--- src/rtl/alarm_snooze_ctrl.sv ---
// Alarm-response sequencer: rings a pulsed buzzer on an alarm edge, handles
// snooze countdowns and a ring timeout, and pulses stop_al back upstream.
module alarm_snooze_ctrl #(
  parameter int SNOOZE_SEC  = 300,
  parameter int TIMEOUT_SEC = 60,
  parameter int MAX_SNOOZE  = 3
) (
  input  logic       clk_1s,
  input  logic       reset,
  input  logic       alarm_in,
  input  logic       snooze_btn,
  input  logic       stop_btn,
  output logic       buzzer,
  output logic       ringing,
  output logic       snoozing,
  output logic [2:0] snooze_cnt,
  output logic [8:0] snooze_remain,
  output logic       missed,
  output logic       stop_al
);

  typedef enum logic [1:0] {
    IDLE   = 2'd0,
    RING   = 2'd1,
    SNOOZE = 2'd2
  } state_t;

  localparam logic [2:0] MAX_CNT      = 3'(MAX_SNOOZE);
  localparam logic [8:0] SNOOZE_LOAD  = 9'(SNOOZE_SEC);
  localparam logic [8:0] TIMEOUT_LAST = 9'(TIMEOUT_SEC - 1);

  state_t     state_q, state_d;
  logic       alarm_q, alarm_d;
  logic [8:0] ring_cnt_q, ring_cnt_d;
  logic [2:0] snooze_cnt_q, snooze_cnt_d;
  logic [8:0] snooze_remain_q, snooze_remain_d;
  logic       buzzer_q, buzzer_d;
  logic       missed_q, missed_d;
  logic       stop_al_q, stop_al_d;
  logic       trigger;

  always_ff @(posedge clk_1s or posedge reset) begin
    if (reset) begin
      state_q         <= IDLE;
      alarm_q         <= 1'b0;
      ring_cnt_q      <= 9'd0;
      snooze_cnt_q    <= 3'd0;
      snooze_remain_q <= 9'd0;
      buzzer_q        <= 1'b0;
      missed_q        <= 1'b0;
      stop_al_q       <= 1'b0;
    end else begin
      state_q         <= state_d;
      alarm_q         <= alarm_d;
      ring_cnt_q      <= ring_cnt_d;
      snooze_cnt_q    <= snooze_cnt_d;
      snooze_remain_q <= snooze_remain_d;
      buzzer_q        <= buzzer_d;
      missed_q        <= missed_d;
      stop_al_q       <= stop_al_d;
    end
  end

  // Only a rising edge starts an event, so a flag left high upstream cannot retrigger.
  assign trigger = alarm_in & ~alarm_q;

  always_comb begin
    state_d         = state_q;
    alarm_d         = alarm_in;
    ring_cnt_d      = ring_cnt_q;
    snooze_cnt_d    = snooze_cnt_q;
    snooze_remain_d = snooze_remain_q;
    buzzer_d        = buzzer_q;
    missed_d        = missed_q;
    stop_al_d       = 1'b0;

    case (state_q)
      IDLE: begin
        buzzer_d        = 1'b0;
        snooze_remain_d = 9'd0;
        if (trigger) begin
          state_d      = RING;
          ring_cnt_d   = 9'd0;
          snooze_cnt_d = 3'd0;
          buzzer_d     = 1'b1;
          missed_d     = 1'b0;
        end else if (stop_btn) begin
          missed_d = 1'b0;
        end
      end

      RING: begin
        ring_cnt_d = ring_cnt_q + 9'd1;
        buzzer_d   = ~buzzer_q;
        if (stop_btn) begin
          state_d   = IDLE;
          stop_al_d = 1'b1;
          buzzer_d  = 1'b0;
        end else if (snooze_btn && (snooze_cnt_q < MAX_CNT)) begin
          state_d         = SNOOZE;
          snooze_cnt_d    = snooze_cnt_q + 3'd1;
          snooze_remain_d = SNOOZE_LOAD;
          buzzer_d        = 1'b0;
        end else if (ring_cnt_q == TIMEOUT_LAST) begin
          state_d   = IDLE;
          missed_d  = 1'b1;
          stop_al_d = 1'b1;
          buzzer_d  = 1'b0;
        end
      end

      SNOOZE: begin
        buzzer_d        = 1'b0;
        snooze_remain_d = snooze_remain_q - 9'd1;
        if (stop_btn) begin
          state_d         = IDLE;
          stop_al_d       = 1'b1;
          snooze_remain_d = 9'd0;
        end else if (snooze_remain_q == 9'd1) begin
          state_d         = RING;
          ring_cnt_d      = 9'd0;
          buzzer_d        = 1'b1;
          snooze_remain_d = 9'd0;
        end
      end

      default: begin
        state_d         = IDLE;
        buzzer_d        = 1'b0;
        snooze_remain_d = 9'd0;
      end
    endcase
  end

  assign buzzer        = buzzer_q;
  assign ringing       = (state_q == RING);
  assign snoozing      = (state_q == SNOOZE);
  assign snooze_cnt    = snooze_cnt_q;
  assign snooze_remain = snooze_remain_q;
  assign missed        = missed_q;
  assign stop_al       = stop_al_q;

endmodule

--- config.mk ---
export PLATFORM = sky130hd
export DESIGN_NAME = alarm_snooze_ctrl
export DESIGN_NICKNAME = d
export VERILOG_FILES = /design/src/rtl/alarm_snooze_ctrl.sv
export SDC_FILE = /design/constraint.sdc
export NUM_CORES = 1
export LEC_CHECK = 0
export ABC_AREA = 0
export BUFFER_PORTS_ARGS = -buffer_cell sky130_fd_sc_hd__buf_2
export CAP_MARGIN = 20
export CORE_MARGIN = 3
export CORE_UTILIZATION = 45
export DETAILED_ROUTE_END_ITERATION = 6
export GPL_TIMING_DRIVEN = 0
export PLACE_DENSITY = 0.68
export SLEW_MARGIN = 20
export SYNTH_ARGS = -nofsm -noshare
export SYNTH_HDL_FRONTEND = slang
export SYNTH_SLANG_ARGS = --single-unit
--- constraint.sdc ---
create_clock -name clk_1s -period 2.7 [get_ports clk_1s]
set_input_delay 0.81 -clock clk_1s [delete_from_list [all_inputs] [get_ports clk_1s]]
set_output_delay 0.81 -clock clk_1s [all_outputs]
set_load 0.005 [all_outputs]
==> run_results.csv <==
group,metric,value,unit
outcome,status,"finished clean",
global_route,met3_usage,4.38,%
critical_path,crit_arrival,2.59,ns
layout,num_antenna_cells,0,
layout,final_cell_mix,"dfrtp_1 (27), buf_2 (21), o31ai_1 (14), o21ai_0 (14), nor2_1 (10)",
layout,design_area,1910,um^2
sta,max_slew_margin,55.2,%
place,hpwl,2860,um
cts,h-tree-depth,1,
place,dp.cells,240,
route,routedWlPerCell,15.6,um
global_route,grt_max_degree,28,
global_route,grtUsageMet2,30.8,%
cts,cts.sinks,27,
global_route,grt_use_met1,25.7,%
power,p_leak,0.865,nW
layout,final_common_cell,"dfrtp_1",
synthesis,synth-seq-area-share,40.3,%
route,firstDrtPassIters,4,
synthesis,synth.distinct_cells,48,
global_route,grt_overflow_total,0,
cts,path_clk_slew,0.10,ns
global_route,first_global_vias,1383,
floorplanning,core_area,3470,um^2
route,vias,1471,
global_route,grt.busiest_layer,"met2",
synthesis,ys_ff_latch,27,
sta,slew_violations,0,
global_route,grt_pass1_wl,6530,um
synthesis,synth.avg_cell_area,9.64,um^2
cts,ctsResizeCount,0,
cts,clockBufferDepth,2,
cts,clkLatencyLatePin,0.28,ns
layout,area_growth,13.8,%
synthesis,async_flop_share,100,%
min_path,hold_class,"primary input to async pin",
power,p_per_area,993,nW/um^2
place,place_congestion,0.832,
layout,drive_above_1_share,16.1,%
floorplanning,ios,22,
synthesis,syn_area,1680,um^2
place,io_buffers,20,
critical_path,start_kind,"flop",
power,max-vdd-ir-drop,0.000532,V
synthesis,ys_warn_count,0,
cts,postCtsSetupBuffers,0,
floorplanning,die_w,67.1,um
floorplanning,die_h,67.1,um
synthesis,syn-num-nets,187,
route,drc,0,
sta,worst_pin_slew,0.666,ns
run,maxCapViolCount,0,
critical_path,cp-end-kind,"flop",
sta,rsz0062_at_grt,"false",
layout,nNetsFinal,213,
cts,cts_tree,"built",
layout,multi_input_area,937,um^2
synthesis,ys.flop_type,"dfrtp_1",
floorplanning,row_count,21,
sta,fin_crit_sh,89.7,%
route,wl,3810,um
layout,seq_area,676,um^2
global_route,grt_usage,19.0,%
cts,cts_hold_buf,0,
sta,finClkSkew,0.00780,ns
sta,fmax,413,MHz
critical_path,worstPathRequired,2.87,ns
floorplanning,start_util,48.4,%
synthesis,netlist_instances,174,
route,drt_iter0_markers,73,
cts,cts_made_buffers,3,
global_route,antenna_found_initial,0,
sta,hold_slack,0.482,ns
floorplanning,dieArea,4500,um^2
layout,final_cells,245,
critical_path,crit_type,"flop to flop",
route,vias_per_cell,6.00,
cts,root_buffer,"clkbuf_8",
layout,fillers,352,
layout,final_core_util,55.1,%
sta,finalCriticalPeriod,2.42,ns
sta,setup_viol,0,
sta,finalSetupTns,0,ns
critical_path,path_max_fanout,10,
place,placed_area,1840,um^2
sta,hold_violations,0,
synthesis,synth_edf_count,0,
route,ant_nets,0,
## where the power goes
| part | internal [mW] | switching [mW] | leakage (nW) |
|---|---|---|---|
| combinational | 0.445 | 0.590 | 0.476 |
| clock | 0.104 | 0.133 | 0.0255 |
| sequential | 0.501 | 0.123 | 0.364 |
| total | 1.05 | 0.845 | 0.865 |
## stage by stage
step | total power, mW | setup WS (ns)
3_5_place_dp | 1.66 | 0.271
2_1_floorplan | 1.36 | 0.675
5_1_grt | 2.07 | 0.0227
3_3_place_gp | 1.61 | 0.367
4_1_cts | 1.91 | 0.200
6_report | 1.90 | 0.279
## metal layers
| metal | wire length (um) | up-vias |
|---|---|---|
| met1 | 1770 | 722 |
| met2 | 1870 | 29 |
| met4 | 31 | 0 |
| met5 | 0 | - |
| li1 | - | 716 |
| met3 | 148 | 4 |
## synthesized netlist by cell type (2+ instances only)
cell | n | share of area (%)
inv_1 | 10 | 2.2
a21o_1 | 2 | 0.89
a211oi_1 | 2 | 0.89
ha_1 | 8 | 6.0
nor2_1 | 10 | 2.2
and2_1 | 3 | 1.1
mux2i_1 | 2 | 1.2
a21boi_0 | 2 | 0.89
clkbuf_1 | 5 | 1.1
nand3b_1 | 3 | 1.3
nand3_1 | 4 | 1.2
o31ai_1 | 14 | 6.3
nand2b_1 | 5 | 1.9
nand4_1 | 2 | 0.75
a22o_1 | 7 | 3.7
nor3_1 | 2 | 0.60
nor4_1 | 2 | 0.75
nor3b_1 | 2 | 0.89
dfrtp_1 | 27 | 40
a31oi_1 | 5 | 1.9
nand2_1 | 4 | 0.89
or3_1 | 5 | 1.9
nor2b_1 | 2 | 0.75
o41ai_1 | 4 | 2.1
o21a_1 | 3 | 1.3
o21ai_0 | 14 | 4.2
a21oi_1 | 4 | 1.2
## layout make-up
class | count | area share (%)
sequential | 27 | 35.4
clock buffer | 3 | 2.16
tap | 46 | 3.01
multi-input combinational | 130 | 49.1
inverter | 10 | 1.97
buffer | 7 | 1.44
timing repair buffer | 21 | 6.68
clock inverter | 1 | 0.262
## critical path, cell delays in order (launching register included)
cell and delay, ns:
dfrtp_1 0.41, inv_1 0.11, ha_1 0.17, clkbuf_1 0.43, inv_1 0.26, or3_1 0.41, buf_2 0.18, o41ai_1 0.36
## cells by family after synthesis
| kind of cell | Yosys count | share of synthesized area [%] |
|---|---|---|
| compound gates | 65 | 27.4 |
| fa+ha+maj | 8 | 5.97 |
| mux | 3 | 1.86 |
| simple gates | 54 | 20.7 |
| buf+inv | 17 | 3.88 |
| flops | 27 | 40.3 |
## path summary, 6_finish.rpt
path / endpoint / slack [ns] / cells past startpoint / startpoint
worst max-delay path: ring_cnt_q[5] / 0.28 / 7 / state_q[1]
worst min register to register: ring_cnt_q[8] / 0.50 / 1 / ring_cnt_q[8]
min in group clk_1s: ring_cnt_q[8] / 0.50 / 1 / ring_cnt_q[8]
worst min-delay path: snooze_remain[7] / 0.48 / 2 / reset
max in group asynchronous: state_q[1] / 1.81 / 3 / reset
worst max register to register: ring_cnt_q[5] / 0.28 / 7 / state_q[1]
## state kept, by name (all words and copies together), names as in the netlist
name           cells
ring_cnt_q         9
snooze_remain      9
snooze_cnt         3
state_q            2
alarm_q            1
buzzer             1
missed             1
stop_al            1
(Power assumes the default switching activity.)
